<file path="src/rtl/prog_loader.sv">
// -----------------------------------------------------------------------------
// prog_loader
//
// Front-end that feeds a program image into the cpu block and then services
// the cpu's WRIM input requests while the program runs.
//
// A valid/ready byte stream supplies the image. Each image byte goes through
// the cpu's level-sensitive load handshake: first the RAM address on o_data
// with o_load_addr high, then the byte on o_data with o_load_data high. After
// the last byte the loader pulses o_execute. It then waits in RUN. A WRIM
// request (waiting && take_input) is answered with the next stream byte and an
// o_input_taken pulse. When the cpu halts (waiting && !take_input), o_done
// pulses for one cycle and the loader returns to idle.
//
// Parameters:
//   HOLD_CYCLES      cycles each strobe (load_addr/load_data/execute/
//                    input_taken) stays high; legal range 1..15
//
// Ports:
//   i_clk            clock
//   i_reset          synchronous, active-high reset; aborts a session
//   i_start          one-cycle session request, honoured only when idle
//   i_base_addr      RAM address of the first image byte (sampled with start)
//   i_len            image length 0..256 (sampled with start)
//   i_byte_valid     stream byte available
//   i_byte           stream byte
//   o_byte_ready     stream byte accepted when i_byte_valid && o_byte_ready
//   i_cpu_waiting    cpu o_waiting
//   i_cpu_take_input cpu o_take_input
//   o_load_addr      to cpu i_load_addr
//   o_load_data      to cpu i_load_data
//   o_execute        to cpu i_execute
//   o_input_taken    to cpu i_input_taken
//   o_data           to cpu i_data_in; keeps its value until the next byte is
//                    captured
//   o_busy           session in progress
//   o_done           one-cycle pulse when the cpu halts
//
// Optional feature (macro PROG_LOADER_CHECKSUM_EN):
//   o_checksum       mod-256 sum of the image bytes accepted in the load phase.
//                    It is cleared on reset and on an accepted start.
// -----------------------------------------------------------------------------
module prog_loader #(
  parameter int HOLD_CYCLES = 2
) (
  input  logic       i_clk,
  input  logic       i_reset,
  input  logic       i_start,
  input  logic [7:0] i_base_addr,
  input  logic [8:0] i_len,
  input  logic       i_byte_valid,
  input  logic [7:0] i_byte,
  output logic       o_byte_ready,
  input  logic       i_cpu_waiting,
  input  logic       i_cpu_take_input,
  output logic       o_load_addr,
  output logic       o_load_data,
  output logic       o_execute,
  output logic       o_input_taken,
  output logic [7:0] o_data,
  output logic       o_busy,
  output logic       o_done
`ifdef PROG_LOADER_CHECKSUM_EN
  ,
  output logic [7:0] o_checksum
`endif
);

  typedef enum logic [3:0] {
    S_IDLE,     // no session
    S_A_WAIT,   // address on o_data, waiting for the cpu to accept a load
    S_A_HOLD,   // o_load_addr strobe
    S_B_FETCH,  // pull one image byte from the stream
    S_D_WAIT,   // waiting for the cpu to ask for the data byte
    S_D_HOLD,   // o_load_data strobe
    S_X_WAIT,   // image complete, waiting for the cpu to be idle
    S_X_HOLD,   // o_execute strobe
    S_RUN,      // program running, serving WRIM or detecting halt
    S_R_FETCH,  // WRIM pending, pulling one input byte from the stream
    S_I_HOLD,   // o_input_taken strobe
    S_I_WAIT    // waiting for the cpu to withdraw the WRIM request
  } state_e;

  localparam logic [3:0] HOLD_LAST = 4'(HOLD_CYCLES - 1);

  // cpu status decode
  logic load_ready, data_ready, wrim_ready;
  assign load_ready = i_cpu_waiting  && !i_cpu_take_input;
  assign data_ready = !i_cpu_waiting && i_cpu_take_input;
  assign wrim_ready = i_cpu_waiting  && i_cpu_take_input;

  state_e     state_q, state_d;
  logic [7:0] base_q, base_d;
  logic [8:0] len_q, len_d;
  logic [8:0] idx_q, idx_d;
  logic [3:0] hc_q, hc_d;
  logic [7:0] data_q, data_d;
  logic       done_q, done_d;
  logic       byte_ready_q, byte_ready_d;
  logic       load_addr_q, load_addr_d;
  logic       load_data_q, load_data_d;
  logic       execute_q, execute_d;
  logic       input_taken_q, input_taken_d;
  logic       busy_q, busy_d;
`ifdef PROG_LOADER_CHECKSUM_EN
  logic [7:0] csum_q, csum_d;
`endif

  // The registered o_byte_ready qualifies acceptance. The downstream
  // handshake therefore sees the same ready that leaves the block.
  logic accept;
  assign accept = i_byte_valid && byte_ready_q;

  logic hold_done;
  assign hold_done = (hc_q == HOLD_LAST);

  // ---------------------------------------------------------------------------
  // State register
  // ---------------------------------------------------------------------------
  // NOTE: every flop is updated with <= so all registers sample the same
  // pre-edge values; blocking assignments here would order-couple them.
  always_ff @(posedge i_clk) begin
    if (i_reset) begin
      state_q       <= S_IDLE;
      base_q        <= '0;
      len_q         <= '0;
      idx_q         <= '0;
      hc_q          <= '0;
      data_q        <= '0;
      done_q        <= 1'b0;
      byte_ready_q  <= 1'b0;
      load_addr_q   <= 1'b0;
      load_data_q   <= 1'b0;
      execute_q     <= 1'b0;
      input_taken_q <= 1'b0;
      busy_q        <= 1'b0;
`ifdef PROG_LOADER_CHECKSUM_EN
      csum_q        <= '0;
`endif
    end else begin
      state_q       <= state_d;
      base_q        <= base_d;
      len_q         <= len_d;
      idx_q         <= idx_d;
      hc_q          <= hc_d;
      data_q        <= data_d;
      done_q        <= done_d;
      byte_ready_q  <= byte_ready_d;
      load_addr_q   <= load_addr_d;
      load_data_q   <= load_data_d;
      execute_q     <= execute_d;
      input_taken_q <= input_taken_d;
      busy_q        <= busy_d;
`ifdef PROG_LOADER_CHECKSUM_EN
      csum_q        <= csum_d;
`endif
    end
  end

  // ---------------------------------------------------------------------------
  // Next-state and datapath
  // ---------------------------------------------------------------------------
  always_comb begin
    // NOTE: defaults first, so every path assigns every signal and no latch
    // is inferred.
    state_d = state_q;
    base_d  = base_q;
    len_d   = len_q;
    idx_d   = idx_q;
    hc_d    = '0;     // hold counter is zero outside the hold states
    data_d  = data_q;
    done_d  = 1'b0;
`ifdef PROG_LOADER_CHECKSUM_EN
    csum_d  = csum_q;
`endif

    unique case (state_q)
      S_IDLE: begin
        if (i_start) begin
          base_d = i_base_addr;
          len_d  = i_len;
          idx_d  = '0;
`ifdef PROG_LOADER_CHECKSUM_EN
          csum_d = '0;
`endif
          if (i_len == 9'd0) begin
            state_d = S_X_WAIT;
          end else begin
            state_d = S_A_WAIT;
            data_d  = i_base_addr;          // address of byte 0
          end
        end
      end

      S_A_WAIT: begin
        if (load_ready) state_d = S_A_HOLD;
      end

      S_A_HOLD: begin
        if (hold_done) state_d = S_B_FETCH;
        else           hc_d    = hc_q + 4'd1;
      end

      S_B_FETCH: begin
        if (accept) begin
          data_d  = i_byte;
          state_d = S_D_WAIT;
`ifdef PROG_LOADER_CHECKSUM_EN
          csum_d  = csum_q + i_byte;
`endif
        end
      end

      S_D_WAIT: begin
        if (data_ready) state_d = S_D_HOLD;
      end

      S_D_HOLD: begin
        if (hold_done) begin
          idx_d = idx_q + 9'd1;
          if (idx_d == len_q) begin
            state_d = S_X_WAIT;
          end else begin
            state_d = S_A_WAIT;
            // 8-bit add wraps 8'hFF -> 8'h00 for images crossing the top.
            data_d  = base_q + idx_d[7:0];
          end
        end else begin
          hc_d = hc_q + 4'd1;
        end
      end

      S_X_WAIT: begin
        if (load_ready) state_d = S_X_HOLD;
      end

      S_X_HOLD: begin
        if (hold_done) state_d = S_RUN;
        else           hc_d    = hc_q + 4'd1;
      end

      S_RUN: begin
        if (wrim_ready) begin
          state_d = S_R_FETCH;
        end else if (load_ready) begin
          done_d  = 1'b1;
          state_d = S_IDLE;
        end
      end

      S_R_FETCH: begin
        if (accept) begin
          data_d  = i_byte;
          state_d = S_I_HOLD;
        end else if (!wrim_ready) begin
          state_d = S_RUN;                  // request withdrawn, nothing taken
        end
      end

      S_I_HOLD: begin
        if (hold_done) state_d = S_I_WAIT;
        else           hc_d    = hc_q + 4'd1;
      end

      S_I_WAIT: begin
        // The cpu must drop the request before another byte is served.
        // Otherwise a slow cpu would get the same WRIM answered twice.
        if (!wrim_ready) state_d = S_RUN;
      end

      default: state_d = S_IDLE;
    endcase
  end

  // ---------------------------------------------------------------------------
  // Output decode
  // ---------------------------------------------------------------------------
  // The outputs are decoded from the next state and then registered. Each
  // strobe is therefore high exactly while the state register holds its hold
  // state, and only one strobe can be high at a time.
  always_comb begin
    byte_ready_d  = (state_d == S_B_FETCH) || (state_d == S_R_FETCH);
    load_addr_d   = (state_d == S_A_HOLD);
    load_data_d   = (state_d == S_D_HOLD);
    execute_d     = (state_d == S_X_HOLD);
    input_taken_d = (state_d == S_I_HOLD);
    busy_d        = (state_d != S_IDLE);
  end

  assign o_byte_ready  = byte_ready_q;
  assign o_load_addr   = load_addr_q;
  assign o_load_data   = load_data_q;
  assign o_execute     = execute_q;
  assign o_input_taken = input_taken_q;
  assign o_data        = data_q;
  assign o_busy        = busy_q;
  assign o_done        = done_q;
`ifdef PROG_LOADER_CHECKSUM_EN
  assign o_checksum    = csum_q;
`endif

endmodule

</file>
<file path="config.mk">
export PLATFORM = sky130hd
export DESIGN_NAME = prog_loader
export DESIGN_NICKNAME = d
export VERILOG_FILES = /design/src/rtl/prog_loader.sv
export SDC_FILE = /design/constraint.sdc
export NUM_CORES = 1
export LEC_CHECK = 0
export BUFFER_PORTS_ARGS = -buffer_cell sky130_fd_sc_hd__buf_4
export CAP_MARGIN = 30
export CELL_PAD_IN_SITES_DETAIL_PLACEMENT = 0
export CELL_PAD_IN_SITES_GLOBAL_PLACEMENT = 1
export CORE_MARGIN = 2
export CORE_UTILIZATION = 45
export CTS_BUF_LIST = sky130_fd_sc_hd__clkbuf_16
export CTS_CLUSTER_SIZE = 30
export DETAILED_ROUTE_END_ITERATION = 10
export GPL_TIMING_DRIVEN = 0
export PLACE_DENSITY = 0.87
export SLEW_MARGIN = 40
export SYNTH_ARGS = -nofsm -noshare
export SYNTH_HDL_FRONTEND = slang
export SYNTH_SLANG_ARGS = --single-unit
export TNS_END_PERCENT = 1
</file>
<file path="constraint.sdc">
create_clock -name i_clk -period 3.8 [get_ports i_clk]
set_input_delay 0.19 -clock i_clk [delete_from_list [all_inputs] [get_ports i_clk]]
set_output_delay 0.19 -clock i_clk [all_outputs]
set_load 0.01 [all_outputs]
</file>
[Word level (Yosys, flattened, before mapping)]
Index checks and enable logic that the tools add are counted.
Storage, ports and cells
  flip-flop bits (word level): 49
  bits of input ports: 31
  output and inout port bits: 15
  logic and storage cells: 87
Operators by class
  add/subtract/negate cells: 3
  eq/ne operators: 24
  mux-type cells: 26
  bitwise logic cells: 2
  reduce and logical (&&, ||, !) cells: 19
Operators with widths (number)
  $mux W4: 13
  $pmux W4 S12: 1
  $mux W8: 5
  $eq A4 B3 Y1 const B: 6
  $eq A4 B4 Y1 const B: 6
  $pmux W8 S3: 1
  $mux W9: 2
  $pmux W9 S2: 1
  $eq A4 B2 Y1 const B: 4
  $add A9 B1 Y9 const B: 1
  $eq A9 B9 Y1: 1
  $logic_not A9 Y1: 1
  $add A8 B8 Y8: 1
  $eq A4 B1 Y1 const B: 2
  $ne A2 B2 Y1 const B: 4
  $mux W3: 2
  $reduce_and A6 Y1: 1
  $reduce_or A3 Y1: 2
  $add A4 B1 Y4 const B: 1
  $logic_and A1 B1 Y1: 4
  $logic_not A4 Y1: 1
  $reduce_bool A4 Y1: 1
  $reduce_or A4 Y1: 1
  $reduce_and A3 Y1: 1
  other kinds (9): 11

[Depth between registers and ports, before layout]
  word-level depth: 7
  depth in mapped cells: 12

[Worst setup path before layout]
OpenSTA, ideal clock, no wires.
  path type: register -> register
  from: register idx_q[0]
  to: register data_q[7], in the netlist o_data[7]
  setup time: 0.134 ns
  data arrival time: 2.359 ns
  setup slack: 1.308 ns
  cell stages (with the launch flop): 12
  path buffers: 0
  clock period less this slack: 2.492 ns
  cells stage by stage: dfxtp_1 ha_1 nand3_2 xnor2_1 ha_1 nand3_1 o211ai_1 o41ai_1 xnor2_1 nor2_1 a221oi_1 a211oi_1
On the way
  word-level cells in the longest chain between the ends: 5
  elaborated cells on any way between the ends: 8
RTL lines
  start: declaration: RTL line 95  | logic [8:0] idx_q, idx_d;
  start signal: assignment: RTL line 144  | idx_q <= idx_d;
  $add A9 B1 Y9 (*): RTL line 220  | idx_d = idx_q + 9'd1;
  $add A8 B8 Y8: RTL line 226  | data_d = base_q + idx_d[7:0];
  $mux W8: RTL line 221  | if (idx_d == len_q) begin
  $mux W8: RTL line 219  | if (hold_done) begin
  $pmux W8 S3: RTL line 177  | unique case (state_q)
  end signal: assignment: RTL line 146  | data_q <= data_d;
  end: declaration: RTL line 97  | logic [7:0] data_q, data_d;
Mark *: on every way between the ends. The rest lies on a longest branch, timed or not. The select of a mux whose other input is x is not followed.
A chain may end at the register's enable or synchronous reset.

[Worst setup path after layout]
Same ends and word-level chain as after synthesis.

==> metrics.md <==
| Metric | Value |
|---|---|
| Fill cells | 603 |
| RSZ-0062 raised after global routing | false |
| Static leakage | 1.40 nW |
| Post-Syn Area | 2950 sq um |
| Initial antenna violation count | 0 |
| Net count after synthesis | 419 |
| Final period util | 78.5% |
| Switching part of the total | 28.7% |
| GR Util All Layers | 21.8% |
| Worst rel slew slack | 52.7% |
| Routed wire length | 7.77 mm |
| Detail Placement HPWL | 5.82 mm |
| Synth top area cells | dfxtp_1 (33%), nand2_1 (7.1%), a21oi_1 (5.9%) |
| CTS tree | built |
| Final WS setup | 818 ps |
| Reg2Reg Depth | 11 |
| Hold Path Cell Cnt | 3 |
| Pint | 1.01 mW |
| Slowest stage cell, crit path | dfxtp_1 |
| Drc violations | 0 |
| Final ANT Viol Nets | 0 |
| Reg power frac | 41.7% |
| Final #Nets | 470 |
| # rows | 29 |
| Critical Path AT | 3130 ps |
| CP startpoint kind | register |
| Top post-synthesis cells by count | nand2_1 (56), dfxtp_1 (49), nor2_1 (45) |
| Top-count cell post-synth | nand2_1 |
| Die W | 85.0 um |
| Final instance area | 3540 sq um |
| Cell count after synthesis | 377 |
| Main synth FF type | dfxtp_1 |
| Maxcap violations | 0 |
| Final Hold Viols | 0 |
| Global route overflow | 0 |
| Crit. End Element | register |
| Yosys top cell area share | 33.2% |
| Dpl ws | 808 ps |
| Setup TNS | 0 ps |
| Worst-case hold slack | 156 ps |
| Fraction of registers with async set/reset | 0% |
| Register area | 981 sq um |
| Synth warnings | 0 |
| Reg2reg start | idx_q[0] |
| Starting Density | 46.5% |
| Final setup vio count | 0 |
| First-pass GRT wire length | 12.6 mm |
| Hold path start | i_base_addr[2] |
| Share of post-route cells with drive strength above 1 | 16.3% |
| Number of synthesized flops with an enable pin | 0 |
| Pin count of the biggest net entering global routing | 15 |
| Hold worst-path end | base_q[2] |
| Multi-input gate area | 1840 sq um |
| CP Data Required Time | 3950 ps |
| Status | complete, no violations |
| Number of diodes | 0 |
| Crit-path cells | ha_1, nand3_2, xnor2_1, ha_1, nand3_1, o211ai_1, o41ai_1, xnor2_1, nor2_1, a221oi_1, a211oi_1 |
| Power per cell area | 399 nW/um^2 |
| Syn-to-layout area delta | 20.0% |
| Initial DRC count | 163 |
| H-Tree Depth | 2 |
| Syn Area/Cell | 7.83 sq um |
| Vias in the first global route | 2552 |
| Sw power | 0.405 mW |
| Worst-skew pair later-pin latency | 290 ps |
| Sink Count | 49 |
| Placed cell area | 3380 sq um |
| Register area share after synthesis | 33.2% |
| Synth unique cells | 61 |
| GP Congestion | 0.955 |
| IR drop worst, VDD | 208 uV |
| Reg2Reg Setup Slack | 820 ps |
| Clock Tree Buf Depth | 2 |
| DRT Pass-1 Iters | 5 |
| Share of power burned in combinational logic | 23.3% |
| Die height | 85.0 um |
| Crit path kind | reg2reg |
| Post CTS Setup Buffer Count | 0 |
| PortBufs | 44 |
| I/O pin count | 46 |
| Via Count | 2883 |
| Clock network power share | 35.0% |
| Final slew viol count | 0 |
| Crit path largest cell delay | 500 ps |
| Tightest Pin Transition | 704 ps |
| Root buf cell | clkbuf_16 |
| Fmax | 335 MHz |
| Worst hold-check path type | in2reg |
| Wire length per cell | 15.4 um |
| Synthesized flop and latch total | 49 |
| Clock-pin slew on the worst setup and hold paths | 70 ps |
| CTS buffer count | 5 |
| Min Tclk post-route | 2980 ps |
| Reg2reg end | o_data[7] |
| Crit-path max FO | 8 |
| Die area | 7230 sq um |
| Core area | 6350 sq um |
| Yosys top cell by area | dfxtp_1 |
| PostCTS Resize Cnt | 0 |
| Vias/cell | 5.70 |
| Skew final | 4.05 ps |
| CTS Hold Buffers Added | 0 |
cell type report:
class | instances | share of cell area [%]
plain buffers | 21 | 2.54
clock buffers | 5 | 3.53
multi-input cells | 297 | 52.1
well taps | 77 | 2.72
clock inverters | 3 | 1.06
inverters | 10 | 1.06
repair buffers | 44 | 9.33
flip-flops and latches | 49 | 27.7
critical path, delay by kind of cell (launching register included):
kind                       cells  cell delay, ps
adders and majority gates      2             710
xor gates and xnor gates       2             400
AOI/OAI and AO/OA              4             860
and+or+nand+nor                3             380
DFF                            1             500
placed cells by master, fill, tap and decap left out, drive strengths merged, types with 3 or more instances in the layout:
| cell type | count |
|---|---|
| a311oi | 5 |
| nand2 | 56 |
| a21oi | 37 |
| nand2b | 8 |
| o21ai | 13 |
| nand3 | 11 |
| nor2 | 48 |
| a22oi | 5 |
| nor4b | 3 |
| o22ai | 4 |
| nor2b | 5 |
| a2111oi | 3 |
| ha | 10 |
| or3 | 4 |
| clkbuf | 20 |
| xnor2 | 11 |
| a221oi | 3 |
| nand3b | 7 |
| inv | 11 |
| buf | 50 |
| xor2 | 7 |
| and2 | 4 |
| nor3 | 10 |
| nor4 | 6 |
| dfxtp | 49 |
| a211oi | 4 |
cells by family (layout without fill, tap and decap cells):
| family | after synthesis | count (layout) | synth area share (%) |
|---|---|---|---|
| simple gates | 171 | 171 | 28.9 |
| compound gates | 95 | 95 | 21.7 |
| flops | 49 | 49 | 33.2 |
| buf+inv | 31 | 83 | 4.32 |
| xor+xnor | 20 | 20 | 6.91 |
| fa+ha+maj | 11 | 11 | 4.92 |
power groups by stage:
stage	logic [mW]	registers [mW]	clock network, mW
global placement	0.323	0.599	0
global route	0.363	0.594	0.519
detailed placement	0.327	0.600	0
finish	0.329	0.589	0.495
floorplan	0.203	0.604	0
CTS	0.328	0.588	0.502
how the worst max path moves through the flow:
| stage | start | slack, ps | depth (start not counted) | endpoint |
|---|---|---|---|---|
| 2_1_floorplan | idx_q[0] | 1310 | 11 | o_data[7] |
| 5_1_grt | idx_q[0] | 610 | 11 | o_data[7] |
| 3_5_place_dp | idx_q[0] | 810 | 11 | o_data[7] |
| 6_report | idx_q[0] | 820 | 11 | o_data[7] |
| 3_3_place_gp | idx_q[0] | 820 | 11 | o_data[7] |
| 4_1_cts | idx_q[0] | 800 | 11 | o_data[7] |
sequential cells by signal (all words and copies together), names as in the netlist:
signal	count
o_load_addr	1
o_execute	1
o_load_data	1
len_q	9
idx_q	9
hc_q	4
o_byte_ready	1
o_input_taken	1
o_busy	1
o_done	1
o_data	8
state_q	4
base_q	8
metrics by stage:
step / std cells / total power [mW] / utilization, %
after floorplan: 377 / 0.807 / -
after global placement: 498 / 0.922 / 53.2
after detailed placement: 498 / 0.927 / 53.2
after CTS: 506 / 1.42 / 55.8
after global routing: 506 / 1.48 / 55.8
final: 506 / 1.41 / 55.8
routing by layer:
layer  GRT usage [%]  vias up  wire [um]
li1                -     1449          -
met3            3.89       12        480
met4            7.07        0        118
met1            30.8     1334       3610
met2            33.7       88       3560
met5               0        -          0
Note: power is estimated with default switching activity, not from simulation.
